<file path="config.mk">
export PLATFORM = sky130hd
export DESIGN_NAME = rpg_uart_tx
export DESIGN_NICKNAME = d
export VERILOG_FILES = /design/src/rtl/rpg_uart_tx.sv
export SDC_FILE = /design/constraint.sdc
export NUM_CORES = 1
export LEC_CHECK = 0
export ABC_AREA = 1
export CORE_AREA = 2 2 124 126
export CTS_CLUSTER_DIAMETER = 150
export DETAILED_ROUTE_END_ITERATION = 10
export DIE_AREA = 0 0 126 128
export PLACE_DENSITY = 0.88
export SLEW_MARGIN = 10
export SYNTH_ARGS = -nofsm -noshare
export SYNTH_HDL_FRONTEND = slang
export SYNTH_SLANG_ARGS = --single-unit
</file>
<file path="constraint.sdc">
create_clock -name clk_50mhz -period 3.3 [get_ports clk_50mhz]
set_clock_uncertainty 0.1 [all_clocks]
set_input_delay 0.33 -clock clk_50mhz [delete_from_list [all_inputs] [get_ports clk_50mhz]]
set_output_delay 0.33 -clock clk_50mhz [all_outputs]
set_load 0.03 [all_outputs]
</file>
<file path="src/rtl/rpg_uart_tx.sv">
// 8N1 UART transmitter for the reprogram link's host-bound line.
// Byte FIFO feeds a serialiser; a report sequencer injects a 4-byte status frame.
module rpg_uart_tx #(
  parameter int unsigned CLK_HZ     = 50000000,
  parameter int unsigned BAUD       = 115200,
  parameter int unsigned FIFO_DEPTH = 16
) (
  input  logic        clk_50mhz,
  input  logic        rstn,
  input  logic [7:0]  wr_data,
  input  logic        wr_en,
  output logic        wr_ready,
  input  logic        rpt_req,
  input  logic [7:0]  rpt_xorc,
  input  logic [15:0] rpt_count,
  output logic        rpt_busy,
  output logic        tx_busy,
  output logic        tx
);

  localparam int unsigned DIV = CLK_HZ / BAUD;
  localparam int unsigned CW  = (DIV > 1) ? $clog2(DIV) : 1;
  localparam int unsigned AW  = $clog2(FIFO_DEPTH);
  localparam int unsigned PW  = AW + 1;
  localparam int unsigned PW1 = PW + 1;

  typedef enum logic [1:0] {T_IDLE, T_START, T_DATA, T_STOP} tx_state_t;
  typedef enum logic [1:0] {R_IDLE, R_WAIT, R_PUSH} rpt_state_t;

  logic [7:0]    mem [FIFO_DEPTH];
  logic [PW-1:0] wr_ptr, rd_ptr, occ;
  logic          full, empty, user_push, frame_push, push, pop;
  logic [7:0]    push_data, frame_byte, head;

  tx_state_t     tstate, tstate_n;
  logic [CW-1:0] baud_cnt, baud_cnt_n;
  logic [2:0]    bit_idx, bit_idx_n;
  logic [7:0]    shreg, shreg_n;
  logic          tx_n, tick;

  rpt_state_t    rstate, rstate_n;
  logic [1:0]    ridx, ridx_n;
  logic [7:0]    lat_xorc;
  logic [15:0]   lat_count;
  logic [PW:0]   occ_after;
  logic          room;

  assign occ       = wr_ptr - rd_ptr;
  assign empty     = (wr_ptr == rd_ptr);
  assign full      = (wr_ptr[AW] != rd_ptr[AW]) && (wr_ptr[AW-1:0] == rd_ptr[AW-1:0]);
  assign rpt_busy  = (rstate != R_IDLE);
  assign wr_ready  = !full && !rpt_busy;
  assign user_push = wr_en && wr_ready;
  assign push      = user_push || frame_push;
  assign push_data = frame_push ? frame_byte : wr_data;
  assign head      = mem[rd_ptr[AW-1:0]];
  assign tx_busy   = !empty || (tstate != T_IDLE);

  // Free space is judged after any user byte accepted in the same cycle.
  assign occ_after = PW1'(occ) + PW1'(user_push);
  assign room      = (occ_after <= PW1'(FIFO_DEPTH - 4));

  // FIFO storage
  always_ff @(posedge clk_50mhz) begin
    if (push) mem[wr_ptr[AW-1:0]] <= push_data;
  end

  // FIFO pointers
  always_ff @(posedge clk_50mhz or negedge rstn) begin
    if (!rstn) begin
      wr_ptr <= '0;
      rd_ptr <= '0;
    end else begin
      if (push) wr_ptr <= wr_ptr + PW'(1);
      if (pop)  rd_ptr <= rd_ptr + PW'(1);
    end
  end

  // Report sequencer registers
  always_ff @(posedge clk_50mhz or negedge rstn) begin
    if (!rstn) begin
      rstate    <= R_IDLE;
      ridx      <= '0;
      lat_xorc  <= '0;
      lat_count <= '0;
    end else begin
      rstate <= rstate_n;
      ridx   <= ridx_n;
      if (rpt_req && rstate == R_IDLE) begin
        lat_xorc  <= rpt_xorc;
        lat_count <= rpt_count;
      end
    end
  end

  // Report sequencer next state: wait for 4 free slots, then push 4 bytes
  always_comb begin
    rstate_n   = rstate;
    ridx_n     = ridx;
    frame_push = 1'b0;
    case (ridx)
      2'd0:    frame_byte = 8'h5A;
      2'd1:    frame_byte = lat_xorc;
      2'd2:    frame_byte = lat_count[15:8];
      default: frame_byte = lat_count[7:0];
    endcase
    case (rstate)
      R_IDLE: begin
        if (rpt_req) begin
          rstate_n = room ? R_PUSH : R_WAIT;
          ridx_n   = '0;
        end
      end
      R_WAIT: begin
        if (room) rstate_n = R_PUSH;
      end
      R_PUSH: begin
        frame_push = 1'b1;
        if (ridx == 2'd3) rstate_n = R_IDLE;
        else              ridx_n   = ridx + 2'd1;
      end
      default: rstate_n = R_IDLE;
    endcase
  end

  // Serialiser registers; tx follows the state one cycle later
  always_ff @(posedge clk_50mhz or negedge rstn) begin
    if (!rstn) begin
      tstate   <= T_IDLE;
      baud_cnt <= '0;
      bit_idx  <= '0;
      shreg    <= '0;
      tx       <= 1'b1;
    end else begin
      tstate   <= tstate_n;
      baud_cnt <= baud_cnt_n;
      bit_idx  <= bit_idx_n;
      shreg    <= shreg_n;
      tx       <= tx_n;
    end
  end

  assign tick = (baud_cnt == CW'(DIV - 1));

  // Serialiser next state
  always_comb begin
    tstate_n   = tstate;
    baud_cnt_n = baud_cnt;
    bit_idx_n  = bit_idx;
    shreg_n    = shreg;
    pop        = 1'b0;
    tx_n       = 1'b1;
    case (tstate)
      T_IDLE: begin
        baud_cnt_n = '0;
        bit_idx_n  = '0;
        if (!empty) begin
          pop      = 1'b1;
          shreg_n  = head;
          tstate_n = T_START;
        end
      end
      T_START: begin
        tx_n = 1'b0;
        if (tick) begin
          baud_cnt_n = '0;
          bit_idx_n  = '0;
          tstate_n   = T_DATA;
        end else begin
          baud_cnt_n = baud_cnt + CW'(1);
        end
      end
      T_DATA: begin
        tx_n = shreg[0];
        if (tick) begin
          baud_cnt_n = '0;
          shreg_n    = {1'b0, shreg[7:1]};
          if (bit_idx == 3'd7) tstate_n  = T_STOP;
          else                 bit_idx_n = bit_idx + 3'd1;
        end else begin
          baud_cnt_n = baud_cnt + CW'(1);
        end
      end
      T_STOP: begin
        if (tick) begin
          baud_cnt_n = '0;
          if (!empty) begin
            pop      = 1'b1;
            shreg_n  = head;
            tstate_n = T_START;
          end else begin
            tstate_n = T_IDLE;
          end
        end else begin
          baud_cnt_n = baud_cnt + CW'(1);
        end
      end
      default: tstate_n = T_IDLE;
    endcase
  end

endmodule

</file>
---- Word level (Yosys, flattened, before mapping) ----
Memory sizes are Yosys's and may differ from the RTL's.
Cells that the tools add are included.
storage, ports and cells
  memory bits (writable) .................. 128
  register bits ........................... 61
  output and inout port bits .............. 4
  bits of input ports ..................... 36
  word-level logic and storage cells ...... 100
  memories ................................ 1
operators by class
  $lt $le $gt $ge ......................... 1
  muxes and demuxes ....................... 34
  reductions and logical operators ........ 23
  add/sub/neg operators ................... 7
  equal/unequal tests ..................... 23
memories
  name  depth  bits a word  read ports  clocked after memory_dff  write ports  RTL line  source
  mem   16     8            1           0                         1            30        logic [7:0] mem [FIFO_DEPTH];
operators with widths
  operator               number
  $pmux W8 S3            2
  $mux W8                4
  $mux W2                11
  $ne A2 B2 Y1 const B   10
  $pmux W9 S2            1
  $add A5 B1 Y5 const B  2
  $eq A2 B2 Y1 const B   5
  $add A9 B1 Y9 const B  1
  $eq A9 B9 Y1 const B   1
  $mux W3                3
  $mux W9                1
  $pmux W3 S3            1
  $reduce_and A3 Y1      3
  $pmux W2 S4            1
  $add A5 B1 Y6          1
  $eq A2 B1 Y1 const B   3
  $le A6 B4 Y1 const B   1
  $logic_not A2 Y1       3
  $mux W1                6
  $pmux W2 S3            1
  $reduce_bool A2 Y1     3
  $reduce_bool A3 Y1     2
  $eq A5 B5 Y1           1
  $reduce_and A5 Y1      1
  13 further kinds       20

---- Longest topological paths before layout ----
  word-level depth ........................ 10
  depth in mapped cells ................... 17
  depth with buffers taken out ............ 16

---- Worst setup path after synthesis ----
No wires, ideal clock.
  path kind ............................... register -> register
  from .................................... register rd_ptr[3]
  to ...................................... memory mem[7][0], enable pin
  cell stages (with the launch flop) ...... 11
  slack ................................... 0.343 ns
  setup time .............................. 0.383 ns
  data arrival time ....................... 2.473 ns
  data required time ...................... 2.817 ns
  buffers on the path ..................... 1
  cells stage by stage .................... dfrtp_1 inv_1 clkbuf_1 ha_1 nand3_2 nor2_4 a21oi_2 nand2_2 nand2_4 nand2_2 nor3_1
between the ends
  longest elaborated chain between the ends .. 8
ends and longest elaborated chain
  element                        RTL line  source
  start: declaration             31        logic [PW-1:0] wr_ptr, rd_ptr, occ;
  start signal: assignment       75        if (pop) rd_ptr <= rd_ptr + PW'(1);
  $eq A4 B4 Y1                   50        assign full = (wr_ptr[AW] != rd_ptr[AW]) && (wr_ptr[AW-1:0] == rd_ptr[AW-1:0]);
  $logic_and A1 B1 Y1            50
  $logic_not A1 Y1               52        assign wr_ready = !full && !rpt_busy;
  $logic_and A1 B1 Y1            52
  via wr_ready                   12        output logic wr_ready,
  $logic_and A1 B1 Y1            53        assign user_push = wr_en && wr_ready;
  $logic_or A1 B1 Y1             54        assign push = user_push || frame_push;
  $mux W1                        65        if (push) mem[wr_ptr[AW-1:0]] <= push_data;
  $mux W1 (implied by the code)  65
  end: declaration               30
The timed path passes the listed nets, and every way through them passes these cells.

---- Worst setup path in the final report ----
  from .................................... register rd_ptr[2]
  to ...................................... output port tx_busy
between the ends
  longest elaborated chain between the ends .. 3
ends and longest elaborated chain
  element             RTL line  source
  $eq A5 B5 Y1        49        assign empty = (wr_ptr == rd_ptr);
  $logic_not A1 Y1    -
  $logic_or A1 B1 Y1  57        assign tx_busy = !empty || (tstate != T_IDLE);
  end: declaration    17        output logic tx_busy,
No other way between the ends.

==> run metrics <==
Die H around 130 um; setup bufs post-CTS 0; asr flop ratio synth between 30% and 40%; Crit path max-delay family buffers and inverters; CP Max Fanout 9; GRT overflow 0; Max IR drop VDD 0.5905 mV; Internal Power 4.945 mW; RSZ-0062 raised after global routing false; area of the die approximately 16000 sq um; commonest non-fill, non-tap cell in the layout nor2_1; Total GRT Usage between 20% and 30%; setup slack, reg-to-reg ~0.39 ns; status completed; H-tree depth 4; initial antenna violation count 0; CTS buffer count 17; crit path cell chain clkinv_1, ha_1, nand3_2, nor2_4, nand2_2, inv_2, nand2_1, clkdlybuf4s50_1; Pre-antenna DRT Iters 5; CP max stage cell clkdlybuf4s50_1; top cells by area, synth edfxtp_1, dfrtp_1, nor2_1; FMAX ~330 MHz; PD cells 751.4 nW/um^2; synthesized cell area 8646 sq um; Synthesized Nets around 860; largest area contributor in the netlist edfxtp_1; fill count ~1100; Final Setup Violations 0; GP Congestion about 0.9; number of flops mapped to enable cells by yosys between 100 and 150; share of cells above drive strength 1 between 10% and 20%; PostCTS Resize Cnt 0; fin crit share just over 90%; Placement Cell Area 9176 sq um; CTS Root Cell clkbuf_16; NetSw about 2.4 mW; ant diodes 0; design area ~9700 sq um; reg-to-reg critical path startpoint rd_ptr[2]$_DFFE_PN0P_; TritonCTS clock tree built; dominant synthesized flop cell edfxtp_1; Worst R2R End mem[10][6]$_DFFE_PP_; routed via count between 6000 and 7000; Total Routed Length approximately 19000 um; Rows 45; Switching Fraction about a third; Clk pwr share 25.9%; remaining antenna violation count 0; Die Wd approximately 130 um; DRC violations left 0; area delta synth->final 12.43%; sequential share of power a little under half; Combinational Power Share a little over a quarter; Tightest Pin Transition 0.8588 ns; via/cell ratio between 5 and 6; placed wire-length estimate 12430 um; crit path time final ~3.1 ns; Clk pin slew, worst setup/hold paths about 0.07 ns; Pleak between 3 and 4 nW; first-pass GRT wire length between 30000 and 40000 um; relative slew slack between 40% and 50%; library cells used by synthesis 47; Critical Path Start Type flip-flop; Critical Path RT between 2 and 3 ns; Power, Total 7.304 mW; largest net degree at the start of global routing between 70 and 80; CP startpoint rd_ptr[2]$_DFFE_PN0P_; Initial Utilization 58.16%; drt first-iter violations 725; pins over their slew limit 0; top cell type's share of synthesized area about 44%; CP arrival between 2 and 3 ns; #FFs+latches synth about 190; Util after Layout between 60% and 70%; Fin. Hold Viols 0; TNS Setup 0 ns; I/O Buffers 39; Final Net Count around 900; Reg2Reg Depth 9; post-DR wirelength/cell approximately 18 um; core area between 10000 and 15000 sq um; crit path capture type primary output; synthesis warning total 0; WHS 0.3656 ns; Synth Instances 800; worst skew pair latency between 0.4 and 0.5 ns; crit-path max cell delay approximately 0.6 ns; Ports 40; CTS max path bufs 2; Setup CP Type reg2out; most frequent cells in the layout nor2_1, nand2_1, edfxtp_1; Seq/Total Area, Yosys around 62%; Hold/Removal Path Class in2async; reported max-cap violation count 0; vias in the first global route about 6000; Mean Syn Cell Area 10.81 sq um; buffer and inverter count on the worst path 3; Clock Sinks ~190
-- cell usage after synthesis, types with 4 or more instances --
library cell    n
dfrtp_1        60
buf_2          14
or2_0           4
ha_1           24
xor2_1          5
a221oi_1        4
mux2_2         24
o211ai_1       20
nor2_2          4
nand2_2         6
clkbuf_1        7
nor2_1        144
o21ai_1        14
a22o_1          4
nand2_1       131
a21oi_1        15
o21ai_0        64
nor3_1          5
edfxtp_1      128
nand3_1        33
xnor2_1         5
buf_6           5
inv_1          46
-- flip-flops by register name, indices dropped and copies added (netlist names) --
signal / cells
mem: 128
ridx: 2
shreg: 8
lat_xorc: 8
bit_idx: 3
wr_ptr: 5
tstate: 2
tx: 1
baud_cnt: 9
rstate: 2
lat_count: 16
rd_ptr: 5
-- stage by stage --
stage,std cells,setup WS (ns)
after floorplan,800,0.3435
after global placement,1010,0.5851
after detailed placement,1010,0.4175
after CTS,1043,0.2370
after global routing,1043,0.1216
final,1043,0.2382
-- cell families after synthesis --
group | share of synthesized area [%]
and+or+nand+nor | 17.02
DFF | 62.13
AOI/OAI and AO/OA | 8.683
buffers and inverters | 4.327
adders and majority gates | 3.705
muxes | 3.126
xor gates and xnor gates | 1.013
-- layer usage --
metal / track usage, % / routed length [um] / vias to the layer above
met3: 5.718 / 1527 / 57
met1: 31.58 / 7448 / 2874
li1: - / - / 2818
met5: 0 / 0 / -
met4: 11.44 / 612 / 0
met2: 41.21 / 9573 / 293
-- layout make-up --
type                            count  area, sq um  area share [%]
Clock buffer                       19        432.9           4.454
Sequential cell                   189         5373           55.27
Tap cell                          188        235.2           2.420
Clock inverter                     13        101.3           1.043
Multi-Input combinational cell    531         2900           29.84
Timing Repair Buffer               53        490.5           5.046
Inverter                           50        187.7           1.931
-- worst max path at each step --
stage	endpoint	slack [ns]	depth (start not counted)
4_1_cts	tx_busy	0.24	8
2_1_floorplan	mem[7][0]$_DFFE_PP_	0.34	10
3_3_place_gp	mem[14][6]$_DFFE_PP_	0.59	9
6_report	tx_busy	0.24	8
3_5_place_dp	mem[10][1]$_DFFE_PP_	0.42	9
5_1_grt	tx_busy	0.12	8
-- power by group through the flow --
stage	logic, mW	clock network, mW	registers (mW)
2_1_floorplan	1.22	0	3.47
3_3_place_gp	1.81	0	3.51
3_5_place_dp	1.89	0	3.53
4_1_cts	1.92	1.89	3.48
5_1_grt	2.10	1.99	3.53
6_report	1.92	1.89	3.49
-- what timing repair did --
| item | 4_1_cts | 5_1_grt |
|---|---|---|
| setup endpoints to repair | 0 | 0 |
| hold buffers | 1 | 0 |
| endpoints found under the hold margin | 26 | 0 |
Note: power is estimated with default switching activity, not from simulation.
